--- config.mk ---
export PLATFORM = sky130hd
export DESIGN_NAME = id_ex_stage
export DESIGN_NICKNAME = d
export VERILOG_FILES = /design/src/rtl/id_ex_stage.sv
export SDC_FILE = /design/constraint.sdc
export NUM_CORES = 1
export LEC_CHECK = 0
export BUFFER_PORTS_ARGS = -buffer_cell sky130_fd_sc_hd__buf_2
export CAP_MARGIN = 40
export CELL_PAD_IN_SITES_DETAIL_PLACEMENT = 0
export CELL_PAD_IN_SITES_GLOBAL_PLACEMENT = 2
export CORE_UTILIZATION = 26
export DETAILED_ROUTE_END_ITERATION = 10
export PLACE_DENSITY_LB_ADDON = 0.1
export SLEW_MARGIN = 5
export SYNTH_ARGS = -nofsm -noshare
export SYNTH_HDL_FRONTEND = slang
export SYNTH_SLANG_ARGS = --single-unit
--- constraint.sdc ---
create_clock -name clk -period 1.9 [get_ports clk]
set_input_delay 0.095 -clock clk [delete_from_list [all_inputs] [get_ports clk]]
set_output_delay 0.095 -clock clk [all_outputs]
set_load 0.03 [all_outputs]
--- src/rtl/id_ex_stage.sv ---
// ID/EX pipeline register with operand forwarding muxes and a saturating bubble counter.
// Optional macro ID_EX_FORWARD_EN enables hazard-unit forwarding; without it operands come straight from the register.
module id_ex_stage #(
    parameter int CNT_W = 16
) (
    input  logic             clk,
    input  logic             rst_n,
    input  logic             flush_ex,
    input  logic [1:0]       forward_a,
    input  logic [1:0]       forward_b,
    input  logic [31:0]      rd1_id,
    input  logic [31:0]      rd2_id,
    input  logic [31:0]      sign_imm_id,
    input  logic [4:0]       rs_id,
    input  logic [4:0]       rt_id,
    input  logic [4:0]       rd_id,
    input  logic             cu_reg_write_id,
    input  logic             cu_mem_to_reg_id,
    input  logic             cu_mem_write_id,
    input  logic             cu_alu_src_id,
    input  logic             cu_reg_dst_id,
    input  logic [2:0]       cu_alu_control_id,
    input  logic [31:0]      alu_result_mem,
    input  logic [31:0]      result_wb,
    output logic [4:0]       rs_ex,
    output logic [4:0]       rt_ex,
    output logic             cu_reg_write_ex,
    output logic             cu_mem_to_reg_ex,
    output logic             cu_mem_write_ex,
    output logic [2:0]       cu_alu_control_ex,
    output logic [31:0]      src_a_ex,
    output logic [31:0]      src_b_ex,
    output logic [31:0]      write_data_ex,
    output logic [4:0]       write_reg_ex,
    output logic [CNT_W-1:0] bubble_cnt
);

    typedef struct packed {
        logic        reg_write;
        logic        mem_to_reg;
        logic        mem_write;
        logic        alu_src;
        logic        reg_dst;
        logic [2:0]  alu_control;
        logic [4:0]  rs;
        logic [4:0]  rt;
        logic [4:0]  rd;
        logic [31:0] rd1;
        logic [31:0] rd2;
        logic [31:0] imm;
    } ex_regs_t;

    ex_regs_t         regs_q, regs_d;
    logic [CNT_W-1:0] bubble_cnt_q, bubble_cnt_d;
    logic [31:0]      fwd_a, fwd_b;

    // A flush turns the slot into an all-zero bubble, which is a harmless NOP.
    always_comb begin
        regs_d       = '0;
        bubble_cnt_d = bubble_cnt_q;
        if (flush_ex) begin
            if (bubble_cnt_q != {CNT_W{1'b1}}) begin
                bubble_cnt_d = bubble_cnt_q + 1'b1;
            end
        end else begin
            regs_d.reg_write   = cu_reg_write_id;
            regs_d.mem_to_reg  = cu_mem_to_reg_id;
            regs_d.mem_write   = cu_mem_write_id;
            regs_d.alu_src     = cu_alu_src_id;
            regs_d.reg_dst     = cu_reg_dst_id;
            regs_d.alu_control = cu_alu_control_id;
            regs_d.rs          = rs_id;
            regs_d.rt          = rt_id;
            regs_d.rd          = rd_id;
            regs_d.rd1         = rd1_id;
            regs_d.rd2         = rd2_id;
            regs_d.imm         = sign_imm_id;
        end
    end

    always_ff @(posedge clk or negedge rst_n) begin
        if (!rst_n) begin
            regs_q       <= '0;
            bubble_cnt_q <= '0;
        end else begin
            regs_q       <= regs_d;
            bubble_cnt_q <= bubble_cnt_d;
        end
    end

`ifdef ID_EX_FORWARD_EN
    function automatic logic [31:0] fwd_sel(input logic [1:0]  sel,
                                            input logic [31:0] reg_val,
                                            input logic [31:0] mem_val,
                                            input logic [31:0] wb_val);
        case (sel)
            2'b01:   return wb_val;
            2'b10:   return mem_val;
            default: return reg_val;
        endcase
    endfunction

    assign fwd_a = fwd_sel(forward_a, regs_q.rd1, alu_result_mem, result_wb);
    assign fwd_b = fwd_sel(forward_b, regs_q.rd2, alu_result_mem, result_wb);
`else
    // Hazards are resolved by scheduled NOPs, so the forwarding inputs are dropped.
    logic unused_fwd;
    assign unused_fwd = ^{forward_a, forward_b, alu_result_mem, result_wb};
    assign fwd_a      = regs_q.rd1;
    assign fwd_b      = regs_q.rd2;
`endif

    assign rs_ex             = regs_q.rs;
    assign rt_ex             = regs_q.rt;
    assign cu_reg_write_ex   = regs_q.reg_write;
    assign cu_mem_to_reg_ex  = regs_q.mem_to_reg;
    assign cu_mem_write_ex   = regs_q.mem_write;
    assign cu_alu_control_ex = regs_q.alu_control;
    assign src_a_ex          = fwd_a;
    assign write_data_ex     = fwd_b;
    assign src_b_ex          = regs_q.alu_src ? regs_q.imm : fwd_b;
    assign write_reg_ex      = regs_q.reg_dst ? regs_q.rd : regs_q.rt;
    assign bubble_cnt        = bubble_cnt_q;

endmodule

==> flow_summary.ini <==
[global_routing]
grt.total_usage_pct = 13.7
grt_pass1_wl_um = 22800
grt_antenna_before_repair = 0
grt_pass1_vias = 4431
grt_max_degree = 121
overflow = 0

[sta]
tns_ns = 0
setup_viol = 0
fin_worst_skew_ns = 0.00778
period_needed_ns = 1.75
finalHoldViolCount = 0
fin_crit_sh_pct = 92.1
rsz0062_at_grt = no
worst_pin_slew_ns = 0.538
fin_ws_ns = 0.150
fmax_mhz = 571
final_max_slew_viol_count = 0
slew_headroom_pct = 64.2

[setup_path]
crit_buf_inv = 2
worstReg2RegStart = bubble_cnt[0]
cp_slowest_stage_delay_ns = 0.46
startpoint = regs_q[115]
required_ns = 1.80
crit_arrival_ns = 1.66
slowest_stage = dfrtp_2
end_kind = primary output
cpLargestDelayFamily = flip-flops
path_cells = buf_12 -> mux2_2 -> buf_2
crit_path_start_kind = register
cp_max_fo = 28
critPathKind = reg -> out

[yosys]
synth-main-ff-cell = dfrtp_1
synthesis.nets = 627
synth_area_leaders = dfrtp_1 61%, nor2b_1 13%, buf_4 10%, mux2_2 7.5%, xor2_1 1.3%
synth_enable_flop_cells = 0
ys_seq_elements = 135
syn_avg_cell_area_um2 = 12.8
yosysMostFrequentCell = dfrtp_1
syn_inst = 436
yosysTopAreaCellShare_pct = 60.7
yosysWarnings = 0
syn_area_um2 = 5570
synth_top_cell_by_area = dfrtp_1
synth_cell_types = 27
ys_async_sr_fraction_pct = 100
seq_area_frac_synth_pct = 60.7
ys_top_cells_by_count = 135 x dfrtp_1, 119 x nor2b_1, 77 x buf_4, 37 x mux2_2, 14 x clkbuf_1

[final_layout]
fin_cells = 1032
syn2layout_area_growth_pct = 53.5
drive_gt1_share_pct = 44.5
antenna_cells = 0
nets = 936

[clock_tree]
cts_sinks = 135
clock_path_buffers = 2
numCtsBuffers = 17
worstSkewPairLatency_ns = 0.41
cts_tree = built
ctsResizeCount = 0
cts-htree-levels = 4
root_buffer = clkbuf_16
clk_pin_slew_ns = 0.06

[power]
p_leak_nw = 4.33
switching_power_w = 0.00232
power_frac_comb_pct = 17.7
swShare_pct = 27.2
intPower_w = 0.00621
power_frac_clock_pct = 44.1
ir_worst_vdd_mv = 0.563
power_density_nw_per_um2 = 999
power_frac_seq_pct = 38.1

[floorplanning]
start_util_pct = 26.5
dieArea_um2 = 22000
die_h_um = 148
io_pins = 323
rows = 53
coreArea_um2 = 21000
die_w_um = 148

[status]
status = finished, final reports clean

[placement]
place_congestion = 0.764
port-buffer-count = 254
placedCellCount = 881
pre_cts_slack_ns = 0.179
dp_hpwl_um = 9470

[drt]
routed_wl_um = 14400
vias = 4035
drc = 0
vias_per_cell = 3.91
drtIter0Drc = 73
wire_per_inst_um = 13.9
dr.pass1.iters = 3
antenna_left = 0

[worst_hold_path]
min-delay-start = flush_ex
min_path_type = in -> reg

[run]
maxCapViolCount = 0
-- path summary, 6_finish.rpt --
check	endpoint	slack, ns	cells after the start
worst min register to register	bubble_cnt[15]	0.51	1
max in group asynchronous	src_a_ex[21]	1.07	3
worst max-delay path	src_b_ex[26]	0.15	3
worst max register to register	bubble_cnt[1]	0.19	5
min in group asynchronous	write_data_ex[24]	0.19	2
worst min-delay path	bubble_cnt[0]	0.13	4
-- state kept, by name (all words and copies together) (netlist names) --
| register | cells |
|---|---|
| regs_q | 39 |
| src_a_ex | 32 |
| write_data_ex | 32 |
| bubble_cnt | 16 |
| rs_ex | 5 |
| rt_ex | 5 |
| cu_alu_control_ex | 3 |
| cu_mem_to_reg_ex | 1 |
| cu_mem_write_ex | 1 |
| cu_reg_write_ex | 1 |
-- per-layer routing --
metal  up-vias  part of all wire, %  global-route usage, %
li1       1936                    -                      -
met1      1950                   41                   15.4
met2       136                   51                   23.8
met4         0                  1.3                   5.88
met3        13                  6.5                   4.39
met5         -                    0                      0
-- metrics by stage --
| stage | total power [W] | hold WS, ns | util (%) | instance area (µm²) |
|---|---|---|---|---|
| after floorplan | 0.00421 | -0.201 | - | 5570 |
| after global placement | 0.00463 | 0.0716 | 31.8 | 6680 |
| after detailed placement | 0.00465 | 0.0826 | 31.8 | 6680 |
| after CTS | 0.00872 | 0.107 | 40.6 | 8540 |
| after global routing | 0.00896 | 0.132 | 40.6 | 8540 |
| final | 0.00854 | 0.132 | 40.6 | 8540 |
-- power groups by stage --
stage | Clock [W] | Combinational [W] | Sequential [W]
after floorplan | 0 | 0.000765 | 0.00344
after global routing | 0.00404 | 0.00164 | 0.00329
after global placement | 0 | 0.00134 | 0.00330
final | 0.00377 | 0.00151 | 0.00326
after CTS | 0.00391 | 0.00155 | 0.00326
after detailed placement | 0 | 0.00134 | 0.00331
-- layout by cell type, fill, tap and decap left out, types with 2 or more instances in the layout --
master         Yosys  layout
mux2_2            37      37
buf_4             77       7
nor3_1             5       5
o21ai_0            3       3
clkinv_4           0       2
nand4_1            2       2
clkbuf_16          0      17
buf_2              0     252
clkinv_2           0       2
nor4_1             2       2
xor2_1             8       8
nor2_1             4       4
dfrtp_1          135     134
bufinv_16          0       6
nand2_1            5       5
dlygate4sd3_1      0     120
nor2b_1          119     119
nand3_1            5       5
xnor2_1            5       5
buf_12             0       4
-- kinds of logic (layout without fill, tap and decap cells) --
kind of cell	Yosys count	count (layout)	share of synthesized area, %
AND/OR/NAND/NOR	148	148	16.8
flip-flops	135	135	60.7
buffers and inverters	95	416	11.6
multiplexers	38	38	7.69
XOR/XNOR	13	13	2.04
AO/OA/AOI/OAI	6	6	1.01
adder cells (fa/ha/maj)	1	1	0.225
-- tightest hold or removal path: cells and delay by family --
kind	cells	cell delay [ns]
buf+inv	2	0.29
compound gates	1	0.05
xor+xnor	1	0.07
-- area by class of cell --
class | instances | area [µm²]
clock inverter | 12 | 224
multi-input combinational | 206 | 1540
fill | 2035 | 12500
sequential | 135 | 3380
timing repair buffer | 384 | 2610
inverter | 1 | 3.75
clock buffer | 19 | 443
tap | 275 | 344
-- what timing repair did --
action | 4_1_cts | 5_1_grt
endpoints found under the hold margin | 165 | 0
hold buffers | 120 | 0
setup endpoints to repair | 0 | 0
buffers inserted | 0 | 0
Note: power is estimated with default switching activity, not from simulation.
